### src/rtl/prod_accum.sv
// Frame accumulator for 4-bit multiplier products: sums N accepted products,
// then holds the total (with a sticky overflow flag) until the consumer takes it.
module prod_accum #(
    parameter int N  = 4,
    parameter int SW = 8
) (
    input  logic          clk,
    input  logic          rst,
    input  logic          in_valid,
    output logic          in_ready,
    input  logic [3:0]    in_z,
    output logic          out_valid,
    input  logic          out_ready,
    output logic [SW-1:0] out_sum,
    output logic          out_ovf,
    output logic [7:0]    cnt
);

    typedef enum logic {
        ACC  = 1'b0,
        HOLD = 1'b1
    } state_t;

    localparam logic [7:0] LAST_CNT = 8'(N - 1);

    state_t        state;
    logic [SW-1:0] acc;
    logic          ovf;
    logic [SW:0]   sum_next;

    // One extra bit captures the carry out of the SW-bit running sum.
    assign sum_next = {1'b0, acc} + (SW + 1)'(in_z);

    // Handshake flags decode from state alone, so in_ready never sees out_ready.
    assign in_ready  = (state == ACC);
    assign out_valid = (state == HOLD);

    // NOTE: every register here updates with <= so all reads see pre-edge values.
    always_ff @(posedge clk or posedge rst) begin
        if (rst) begin
            state   <= ACC;
            acc     <= '0;
            ovf     <= 1'b0;
            cnt     <= '0;
            out_sum <= '0;
            out_ovf <= 1'b0;
        end else begin
            case (state)
                ACC: begin
                    if (in_valid) begin
                        if (cnt == LAST_CNT) begin
                            out_sum <= sum_next[SW-1:0];
                            out_ovf <= ovf | sum_next[SW];
                            acc     <= '0;
                            ovf     <= 1'b0;
                            cnt     <= '0;
                            state   <= HOLD;
                        end else begin
                            acc <= sum_next[SW-1:0];
                            ovf <= ovf | sum_next[SW];
                            cnt <= cnt + 8'd1;
                        end
                    end
                end
                HOLD: begin
                    // in_z is ignored here; the source keeps it until the next accept.
                    if (out_ready) begin
                        state <= ACC;
                    end
                end
            endcase
        end
    end

endmodule

### config.mk
export PLATFORM = sky130hd
export DESIGN_NAME = prod_accum
export DESIGN_NICKNAME = d
export VERILOG_FILES = /design/src/rtl/prod_accum.sv
export SDC_FILE = /design/constraint.sdc
export NUM_CORES = 1
export LEC_CHECK = 0
export ABC_AREA = 1
export CAP_MARGIN = 20
export CORE_MARGIN = 4
export CORE_UTILIZATION = 25
export CTS_BUF_LIST = sky130_fd_sc_hd__clkbuf_4
export DETAILED_ROUTE_END_ITERATION = 16
export PLACE_DENSITY = 0.52
export SLEW_MARGIN = 10
export SYNTH_ARGS = -nofsm -noshare
export SYNTH_HDL_FRONTEND = slang
export SYNTH_SLANG_ARGS = --single-unit
### constraint.sdc
create_clock -name clk -period 3.5 [get_ports clk]
set_input_delay 0.7 -clock clk [delete_from_list [all_inputs] [get_ports clk]]
set_output_delay 0.7 -clock clk [all_outputs]
set_load 0.01 [all_outputs]
# Yosys cells after proc, flatten, opt, wreduce, memory -nomap -nowiden
# Cells that the tools add are included.
op_classes:
  addsub: 2
  eq_ne: 1
  muxes: 7
  n_bitwise: 2
  reduce_logical: 2
ops:
  columns: ["operator", "n"]
  rows:
  - ["$mux 8", 2]
  - ["$add 8x4->9", 1]
  - ["$add 8x1->8 const B", 1]
  - ["$eq 8x2->1 const B", 1]
  - ["$mux 1", 4]
  - ["$reduce_and 3->1", 1]
  - ["$pmux 1 s2", 1]
  - ["$reduce_and 2->1", 1]
  - ["$not 1->1", 1]
  - ["$or 1x1->1", 1]
word_totals:
  register_bits: 27
  input_bits: 8
  out_inout_bits: 19

# Logic depth before layout (Yosys ltp)
logic_depth:
  ltp_word: 4
  mapped_depth: 9

# Worst setup path after synthesis
# No wires, ideal clock.
synth_timing:
  kind: "input to register"
  startpoint: "input port in_z[0]"
  endpoint: "register out_sum[4]"
  setup_time_ns: 0.065
  t_arrival_ns: 1.789
  required_ns: 3.435
  setup_slack_ns: 1.646
  cell_stages: 7
  cell_sequence: "ha_1 inv_1 fa_1 o21ai_2 xor2_1 nand2_1 nand2_1"
synth_via:
  elab_chain_cells: 1
synth_lines:
  columns: ["element", "line_no", "rtl"]
  rows:
  - ["start: declaration", "11", "input logic [3:0] in_z,"]
  - ["$add 8x4->9", "32", "assign sum_next = {1'b0, acc} + (SW + 1)'(in_z);"]
  - ["end signal: assignment", "52", "out_sum <= sum_next[SW-1:0];"]
  - ["end: declaration", "14", "output logic [SW-1:0] out_sum,"]
# Every way passes these cells.
# A chain may end at the register's enable or synchronous reset.

# Worst setup path in the final report
layout_timing:
  startpoint: "register cnt[4]"
  endpoint: "output port cnt[4]"
layout_lines:
  columns: ["element", "line_no", "rtl"]
  rows:
  - ["start: declaration", "16", "output logic [7:0] cnt"]
  - ["start signal: assignment", "61", "cnt <= cnt + 8'd1;"]
# No word-level cell between the ends.

==> run summary <==
The netlist area before placement was 1433 µm²; the overall track demand over capacity in global routing was 0.09774. The pin count of the biggest net entering global routing was 28. Once detailed placement completed, the half-perimeter wirelength came to 2346 µm.

The number of nets in the layout is 217, and the overall die height is 83.70 µm. The synthesized design contains 0 enable-type register cells. The sum of buffers and inverters on the critical path was 1.

The logs give 2.80 ns for the required time of the worst setup path and 0.002003 ns for the final setup skew. Counting distinct cell types in the post-synthesis netlist gives 27. The die is 83.70 µm wide. The critical path's top delay family is buffers and inverters. Buffers placed on the I/O ports in this run total 26. The tools report the startpoint type of the worst setup path as a flip-flop. After clock tree synthesis, the flow added hold-fix buffers numbering 0.

The run gives 0.4573 GHz as the highest clock frequency the design can meet. The number of failing hold endpoints at the final stage is 0. In the post-synthesis netlist, the cell with the most instances is sky130_fd_sc_hd__nand2_1.

For the routed wire length, the log shows 3103 µm. The logs give 1 for the level count of the clock H-tree and 0 for the max-capacitance violation count. The detailed router put a total of 1515 µm of wire on met1. The logs give 0.4716 for the part of the Yosys area used for sequential elements and 0 for the count of yosys warnings during synthesis. The synthesized netlist net count was 188. During I/O placement, the number of pins put on the boundary was 27. Before CTS, the worst setup slack after placement is 1.045 ns. For the layout filler cell count, the log shows 620. By area the synthesized netlist is led by sky130_fd_sc_hd__dfrtp_1 (47%), sky130_fd_sc_hd__nand2_1 (17%), sky130_fd_sc_hd__inv_1 (5.0%), sky130_fd_sc_hd__nand3_1 (4.9%), sky130_fd_sc_hd__ha_1 (4.4%).

The run gives 7006 µm² as the area of the die. The placeable core area was 5540 µm²; the final routed DRC violation total was 0. After detailed routing, the number of vias per cell comes to 4.208.

The minimum clock period was 2.187 ns; the number of setup buffers added after CTS was 0. The share of synthesized registers carrying an async set or reset works out to 1.000. 0 antenna diodes ended up in the layout.

The detail route stage leaves a number of antenna-violating nets equal to 0. The logs give 1201 for the number of global-route vias before repair and 5616 µm for the first-pass GRT wire length. Setup total negative slack on the finished layout was measured at 0 ns. After clock tree synthesis, the repair step resized 0 gates. After synthesis, the most frequently instantiated cells are sky130_fd_sc_hd__nand2_1 (63), sky130_fd_sc_hd__dfrtp_1 (27), sky130_fd_sc_hd__inv_1 (19), sky130_fd_sc_hd__nand3_1 (14), sky130_fd_sc_hd__nor2_1 (10).

The slowest library cell on the worst path is sky130_fd_sc_hd__clkdlybuf4s50_1. Clock slew at the register clock pins of the worst setup and hold paths: 0.15 ns. The leakage component of the power is 0.8996 nW. Walking the worst path, the cells encountered are clkdlybuf4s50_1. In the detailed route, the total length drawn on met3 is 116 µm. The later pin in the worst-skew pair is clocked with a latency of 0.33 ns.

The iteration count of the initial detailed-routing pass is 4. The min-delay analysis places its worst path in the category reg2reg. The ratio of final minimum period to clock period works out to 0.6248.

The worst-case setup margin in the final layout was 1.313 ns. sky130_fd_sc_hd__dfrtp_1 takes more of the synthesized area than any other cell. No sink is reached through more buffers than the 2 on the longest clock path. The worst-case IR drop observed on VDD is 0.0001928 V.

The slew of the pin with the lowest slew margin works out to 0.5467 ns. Setup repair after global routing left no endpoint under its margin. TritonCTS built the clock tree. The power per cell area came out at 600.5 nW/µm². Data on the critical path arrives at its endpoint at 1.49 ns. The largest stage delay on the critical path was 0.60 ns; the initial antenna violation count was 0. The fraction of layout cells with a size suffix above 1 is 0.07426, and the mean cell area of the mapped netlist is 8.233 µm². The run gives 0.2586 as the initial core utilization.

The root buffer cell was sky130_fd_sc_hd__clkbuf_4. The routed layout has 1153 vias. After the first detailed-routing iteration, the DRC count stood at 38.

The run finished with clean final reports. Synthesis produced a netlist whose cell count is 174. In the final routed layout, each cell accounts on average for 11.32 µm. The logs give 0 for the number of max-slew violations in the final report and 0.6347 for the max-slew headroom at the worst pin.

The most used flip-flop cell after synthesis was sky130_fd_sc_hd__dfrtp_1. The number of buffers created by CTS is 3, and the maximum fanout along the worst path is 8. The highest metal layer carrying signal wires in the routed design is met4. The initialized floorplan defines 27 standard-cell rows. Total overflow reported by the global router: 0. The critical path start-end classification is reg2out. The number of setup violations in the final report is 0. Detailed routing placed a total of 1440 µm of wire on met2.

Final total power: 0.001077 W. For the count of clock tree sinks, the log shows 27. The tools report the kind of end point of the critical path as an output port. The area growth from synthesis to layout works out to 25.24%. The post-synthesis register bit count is 27. At the end of routability-driven placement, the weighted congestion stood at 0.8082. The share of the synthesized area in the top cell type is 0.4716.
## logic make-up after synthesis
kind of cell / synth area share
buffers and inverters: 0.06986
AO/OA/AOI/OAI: 0.03843
XOR/XNOR: 0.03668
flip-flops: 0.4716
adder cells (fa/ha/maj): 0.05764
AND/OR/NAND/NOR: 0.3258
## flip-flops by register name (all words and copies together) (netlist names)
| signal | cells |
|---|---|
| acc | 8 |
| cnt | 8 |
| out_sum | 8 |
| out_ovf | 1 |
| out_valid | 1 |
| ovf | 1 |
## cell type report
type	count	area, µm²	area share
clock inverter	1	5.005	0.002789
timing repair buffer	27	267.8	0.1492
clock buffer	3	22.52	0.01255
inverter	20	76.32	0.04254
sequential	27	675.6	0.3766
multi-input combinational	124	656.9	0.3661
tap	72	90.09	0.05021
## where the power goes
group / leakage [nW] / switching, W / internal (W)
Clock: 0.0177 / 0.0000971 / 0.0000429
Sequential: 0.343 / 0.000100 / 0.000392
Combinational: 0.539 / 0.000234 / 0.000211
Total: 0.900 / 0.000432 / 0.000646
## placed cells by master, fill, tap and decap left out, drive strengths merged, types with 2 or more instances in the layout
cell type	netlist	routed
nand2	64	64
inv	19	19
a21oi	3	3
ha	5	5
clkdlybuf4s50	0	26
o21ai	6	6
clkbuf	0	3
nand3	14	14
dfrtp	27	27
xnor2	2	2
nand4	2	2
clkinv	1	2
nor3	3	3
nand3b	2	2
xor2	4	4
nor2	15	15
## final timing paths
kind / startpoint / to / slack (ns) / cells after the start
min in group asynchronous: rst / out_valid$_DFF_PP0_ / 0.71 / 3
hold / removal: out_sum[2]$_DFFE_PP0P_ / out_sum[2]$_DFFE_PP0P_ / 0.50 / 2
hold reg to reg: out_sum[2]$_DFFE_PP0P_ / out_sum[2]$_DFFE_PP0P_ / 0.50 / 2
max in group asynchronous: rst / acc[3]$_DFFE_PP0P_ / 2.52 / 3
setup / recovery: cnt[4]$_DFFE_PP0P_ / cnt[4] / 1.31 / 1
setup reg to reg: out_valid$_DFF_PP0_ / cnt[7]$_DFFE_PP0P_ / 1.86 / 5
## layer usage
| metal | global-route usage | up-vias |
|---|---|---|
| li1 | - | 600 |
| met1 | 0.1299 | 531 |
| met2 | 0.1584 | 18 |
| met3 | 0.02073 | 4 |
| met4 | 0.03070 | 0 |
| met5 | 0 | - |
## stage by stage
step,util,std cells,hold WS [ns],area [µm²]
2_1_floorplan,-,174,0.4528,1433
4_1_cts,0.3238,274,0.5078,1794
3_3_place_gp,0.3189,270,0.4666,1767
6_report,0.3238,274,0.5014,1794
3_5_place_dp,0.3189,270,0.4708,1767
5_1_grt,0.3238,274,0.5284,1794
Note: power is estimated with default switching activity, not from simulation.
